==> src/rtl/gpr_wr_arb.sv <==
// Three-requester GPR write-port arbiter with a registered, active-low write strobe.
// Define GPR_ARB_RR_EN for round-robin priority; otherwise priority is fixed 0 > 1 > 2.
module gpr_wr_arb #(
    parameter int ADDR_W = 5,
    parameter int DATA_W = 32
) (
    input  logic              clk,
    input  logic              reset,
    input  logic              hold,
    input  logic              req_0,
    input  logic              req_1,
    input  logic              req_2,
    input  logic [ADDR_W-1:0] addr_0,
    input  logic [ADDR_W-1:0] addr_1,
    input  logic [ADDR_W-1:0] addr_2,
    input  logic [DATA_W-1:0] data_0,
    input  logic [DATA_W-1:0] data_1,
    input  logic [DATA_W-1:0] data_2,
    output logic              gnt_0,
    output logic              gnt_1,
    output logic              gnt_2,
    output logic              we_,
    output logic [ADDR_W-1:0] wr_addr,
    output logic [DATA_W-1:0] wr_data,
    output logic              busy,
    output logic [1:0]        dbg_last_gnt
);

    // Handshake: a requester keeps req_n/addr_n/data_n stable until it sees
    // gnt_n high; the write then appears on we_/wr_addr/wr_data one edge later.

    logic [2:0]        w_req_raw;
    logic [2:0]        w_req;
    logic [2:0]        w_gnt;
    logic              w_any_gnt;
    logic [1:0]        w_gnt_idx;
    logic [ADDR_W-1:0] w_sel_addr;
    logic [DATA_W-1:0] w_sel_data;

    logic              r_we_n;
    logic [ADDR_W-1:0] r_wr_addr;
    logic [DATA_W-1:0] r_wr_data;
    logic [1:0]        r_last_gnt;

    assign w_req_raw = {req_2, req_1, req_0};
    // Reset also masks grants so nothing is offered while the block is held in reset.
    assign w_req     = w_req_raw & {3{~hold & ~reset}};

    always_comb begin
        w_gnt = 3'b000;
`ifdef GPR_ARB_RR_EN
        case (r_last_gnt)
            2'd0: begin
                if (w_req[1])      w_gnt = 3'b010;
                else if (w_req[2]) w_gnt = 3'b100;
                else if (w_req[0]) w_gnt = 3'b001;
            end
            2'd1: begin
                if (w_req[2])      w_gnt = 3'b100;
                else if (w_req[0]) w_gnt = 3'b001;
                else if (w_req[1]) w_gnt = 3'b010;
            end
            default: begin
                if (w_req[0])      w_gnt = 3'b001;
                else if (w_req[1]) w_gnt = 3'b010;
                else if (w_req[2]) w_gnt = 3'b100;
            end
        endcase
`else
        if (w_req[0])      w_gnt = 3'b001;
        else if (w_req[1]) w_gnt = 3'b010;
        else if (w_req[2]) w_gnt = 3'b100;
`endif
    end

    assign w_any_gnt = |w_gnt;

    always_comb begin
        w_gnt_idx  = 2'd0;
        w_sel_addr = addr_0;
        w_sel_data = data_0;
        if (w_gnt[1]) begin
            w_gnt_idx  = 2'd1;
            w_sel_addr = addr_1;
            w_sel_data = data_1;
        end else if (w_gnt[2]) begin
            w_gnt_idx  = 2'd2;
            w_sel_addr = addr_2;
            w_sel_data = data_2;
        end
    end

    always_ff @(posedge clk or posedge reset) begin
        if (reset) begin
            r_we_n     <= 1'b1;
            r_wr_addr  <= '0;
            r_wr_data  <= '0;
            r_last_gnt <= 2'd2;
        end else if (w_any_gnt) begin
            r_we_n     <= 1'b0;
            r_wr_addr  <= w_sel_addr;
            r_wr_data  <= w_sel_data;
            r_last_gnt <= w_gnt_idx;
        end else begin
            r_we_n     <= 1'b1;
        end
    end

    assign gnt_0        = w_gnt[0];
    assign gnt_1        = w_gnt[1];
    assign gnt_2        = w_gnt[2];
    assign we_          = r_we_n;
    assign wr_addr      = r_wr_addr;
    assign wr_data      = r_wr_data;
    assign busy         = (|w_req_raw) & ~w_any_gnt & ~reset;
    assign dbg_last_gnt = r_last_gnt;

endmodule

==> config.mk <==
export PLATFORM = sky130hd
export DESIGN_NAME = gpr_wr_arb
export DESIGN_NICKNAME = d
export VERILOG_FILES = /design/src/rtl/gpr_wr_arb.sv
export SDC_FILE = /design/constraint.sdc
export NUM_CORES = 1
export LEC_CHECK = 0
export BUFFER_PORTS_ARGS = -buffer_cell sky130_fd_sc_hd__buf_2
export CORE_MARGIN = 3
export CORE_UTILIZATION = 40
export DETAILED_ROUTE_END_ITERATION = 6
export PLACE_DENSITY = 0.89
export SETUP_SLACK_MARGIN = 0.15
export SLEW_MARGIN = 10
export SYNTH_ARGS = -nofsm -noshare
export SYNTH_HDL_FRONTEND = slang
export SYNTH_SLANG_ARGS = --single-unit
export TNS_END_PERCENT = 100
==> constraint.sdc <==
create_clock -name clk -period 1.2 [get_ports clk]
set_clock_uncertainty 0.2 [all_clocks]
set_input_delay 0.18 -clock clk [delete_from_list [all_inputs] [get_ports clk]]
set_output_delay 0.18 -clock clk [all_outputs]
set_load 0.01 [all_outputs]
# --- After elaboration in Yosys (flattened, before gate mapping) ---
# Index checks and enable logic that the tools add are counted.
classes:
  bitwise_logic: 7
  n_mux: 10
  reduce_logical: 2
ops:
  columns: ["cell", "count"]
  rows:
  - ["$mux 32", 2]
  - ["$mux 5", 2]
  - ["$mux 3", 3]
  - ["$reduce_or 3->1", 2]
  - ["$mux 2", 2]
  - ["$and 1x1->1", 3]
  - ["$and 3x3->3", 1]
  - ["$not 1->1", 3]
  - ["$mux 1", 1]
totals:
  register_bits: 40
  output_inout_bits: 44
  in_bits: 117
  elab_cells: 23

# --- Longest topological paths before layout ---
logic_depth:
  ltp_word: 10
  ltp_mapped: 5

# --- Worst setup path before layout ---
# Ideal clock, no wire load.
synth_timing:
  path_type: "input to register"
  start: "input req_0"
  end: "register r_wr_data[10], in the netlist wr_data[10]"
  path_slack_ns: -0.345
  t_required_ns: 0.865
  cell_stages: 5
  arrival_time_ns: 1.210
  path_cell_list: "or3b_1 > buf_2 > buf_6 > a221oi_2 > o31ai_1"
synth_via:
  elab_chain_cells: 4
  elab_cells_between_ends: 5
synth_rtl:
  columns: ["item", "line", "source"]
  rows:
  - ["start: declaration", "10", "input logic req_0,"]
  - ["$and 3x3->3 *", "47", "assign w_req = w_req_raw & {3{~hold & ~reset}};"]
  - ["$mux 3 *", "70", "if (w_req[0]) w_gnt = 3'b001;"]
  - ["$mux 32", "86", "end else if (w_gnt[2]) begin"]
  - ["$mux 32", "82", "if (w_gnt[1]) begin"]
  - ["end signal: assignment", "102", "r_wr_data <= w_sel_data;"]
  - ["end: declaration", "42", "logic [DATA_W-1:0] r_wr_data;"]
# Mark *: on every way between the ends. The rest lies on a longest branch, timed or not.
# A chain may end at the register's enable or synchronous reset.

# --- Final worst setup path ---
layout_timing:
  start: "input req_0"
  end: "output gnt_1"
layout_via:
  elab_chain_cells: 2
layout_rtl:
  columns: ["item", "line", "source"]
  rows:
  - ["$and 3x3->3", "47", null]
  - ["$mux 3", "70", null]
  - ["end: declaration", "20", "output logic gnt_1,"]
# Every way passes these cells.

==> results.toml <==
[routing]
wl_per_cell_um = 22.7
drtPass1Iterations = 7
drtAntennaViolNets = 0
wl_mm = 12.6
drc = 0
dr_total_vias = 3506
drt-initial-drc-count = 176
avgViaCountPerCell = 6.31

[synthesis]
synth_area_mm2 = 0.00270
synth_largest_area_cell = "dfrtp_1"
synth_top_area_share_pct = 35.2
syn_area_per_cell_um2 = 9.62
synthTopCellsByArea = "dfrtp_1 (35%), a221oi_2 (11%), a211oi_1 (10%)"
syn_nets = 398
yosys_warnings = 0
synth-seq-cells = 40
post_synth_num_cell_types = 24
yosysSeqAreaShare_pct = 37.1
netlist_instances = 281

[placement]
dp_cells = 504
io_buffers = 160
post-place-ws_ns = -0.503
dpl.hpwl_mm = 6.66
gp_congestion = 0.801

[setup_path]
crit_arrival_ns = 1.08
end_kind = "primary output"
cp.required_ns = 0.82
cp-start-kind = "input port"
criticalPathCategory = "in -> out"
critPathMaxFanout = 3

[sta]
rsz0062_at_grt = "true"
fmax_mhz = 683
hold_slack_ns = -0.132
setup_viol = 59
fin_crit_sh_pct = 122
slew_headroom_pct = 76.1
finalCriticalPeriod_ns = 1.46
report.final.slew_viol_count = 0
tightest_slew_ns = 0.357
hold_viol_final = 7
setup_slack_ns = -0.264

[finish]
final_nets = 595
layout.cells.non_filler = 556
antennaDiodeCount = 0
n_fill_cell = 380
area_growth_pct = 86.6
layout-drive-gt1-share_pct = 61.8

[die]
initial_core_util_pct = 41.9
dieWidth_um = 88.2
coreArea_mm2 = 0.00646
dieHeight_um = 88.2
io-pin-count = 161
die_area_mm2 = 0.00778
core.rowCount = 29

[cts]
cts_tree = "done"
clkTransAtPathRegs_ns = 0.09
cts_buffers = 5
ctsHtreeMaxLevel = 2
clock_path_buffers = 2
cts-root-buf = "clkbuf_8"
clkSinkCount = 40
clk_latency_ns = 0.29

[grt]
grt_pass1_wl_mm = 17.5
track_usage_pct = 29.3
antenna_found_initial = 0
grt_max_degree = 33
grt_pass1_vias = 3366
overflow = 0

[flow_run]
drv_cap = 0

[hold_path]
hold_path_class = "in -> async"

[status]
violations = "negative hold slack, negative setup slack"
outcome = "complete, but fails checks"

[pwr]
ir_worst_vdd_mv = 0.595
power.density_mw_per_mm2 = 929
p_leak_nw = 2.23
finalPower_mw = 4.69
## cell type report
type / count / area [um^2] / share of cell area, %
Inverter: 1 / 7.51 / 0.149
Multi-Input combinational cell: 200 / 1860 / 36.9
Timing Repair Buffer: 230 / 1970 / 39.0
Clock buffer: 5 / 68.8 / 1.36
Sequential cell: 40 / 1000 / 19.9
Clock inverter: 3 / 42.5 / 0.843
Tap cell: 77 / 96.3 / 1.91
## timing repair
item	4_1_cts	5_1_grt
hold endpoints to repair	7	7
gates resized for setup	66	35
pin swaps	37	27
buffers inserted	25	6
cloned	8	5
setup endpoints to repair	82	83
## worst paths after layout
kind,from,endpoint,slack (ns),depth (start not counted)
worst max-delay path,req_0,gnt_1,-0.26,6
worst min-delay path,reset,wr_data[3]$_DFFE_PP0P_,-0.13,4
worst max register to register,wr_data[5]$_DFFE_PP0P_,wr_data[5]$_DFFE_PP0P_,0.02,4
worst min register to register,wr_data[16]$_DFFE_PP0P_,wr_data[16]$_DFFE_PP0P_,0.30,2
max in group asynchronous,reset,wr_data[27]$_DFFE_PP0P_,0.54,5
min in group clk,data_0[1],wr_data[1]$_DFFE_PP0P_,0.03,3
## cell usage after synthesis (all sizes together)
cell type / n
a221oi: 37
clkbuf: 28
a21oi: 1
a21o: 1
a211oi: 37
and2: 38
or3b: 1
nand2b: 1
dfrtp: 38
o31ai: 37
nor2: 5
inv: 1
nor4b: 1
nor2b: 1
nor3: 1
or2: 1
buf: 12
o21ai: 37
nor3b: 1
dfstp: 2
## registers in the layout, indices dropped and copies added, names as in the netlist
signal / flops
dbg_last_gnt: 2
we_: 1
wr_addr: 5
wr_data: 32
## stage by stage
| step | TNS (ns) | util (%) | area, um^2 |
|---|---|---|---|
| 2_1_floorplan | -9.66 | - | 2780 |
| 3_3_place_gp | -16.26 | 58.6 | 3790 |
| 3_5_place_dp | -17.78 | 58.6 | 3790 |
| 4_1_cts | -6.42 | 71.4 | 4610 |
| 5_1_grt | -10.94 | 78.1 | 5040 |
| 6_report | -8.22 | 78.1 | 5040 |
## critical path, stage by stage
cell and delay, ns:
buf_8 0.10, buf_8 0.12, nor4b_4 0.29, buf_4 0.17, buf_12 0.12, buf_6 0.10
## placed cells by master, fill, tap and decap left out, drive strengths merged, types with 2 or more instances in the layout
master and count:
and2 38, dfstp 2, o21ai 37, nor2 5, o31ai 37, a211oi 37
a221oi 37, dfrtp 38, buf 224, clkbuf 10, clkinvlp 2
## power breakdown
group	switching, mW	internal [mW]	total [mW]
Combinational	0.888	0.993	1.88
Clock	0.513	0.616	1.13
Sequential	0.118	1.56	1.68
## metal layers
layer | vias to the layer above | global-route usage, % | wire length, um
met5 | - | 0 | 0
met4 | 0 | 12.9 | 522
met3 | 48 | 4.75 | 1270
met2 | 250 | 50.2 | 6230
met1 | 1677 | 36.5 | 4580
li1 | 1531 | - | -
## logic make-up after synthesis
family                 synth area share (%)
AND/OR/NAND/NOR                        11.5
AO/OA/AOI/OAI                          44.5
flip-flops                             37.1
buffers and inverters                  6.89
Power figures use the tool's default switching activity.
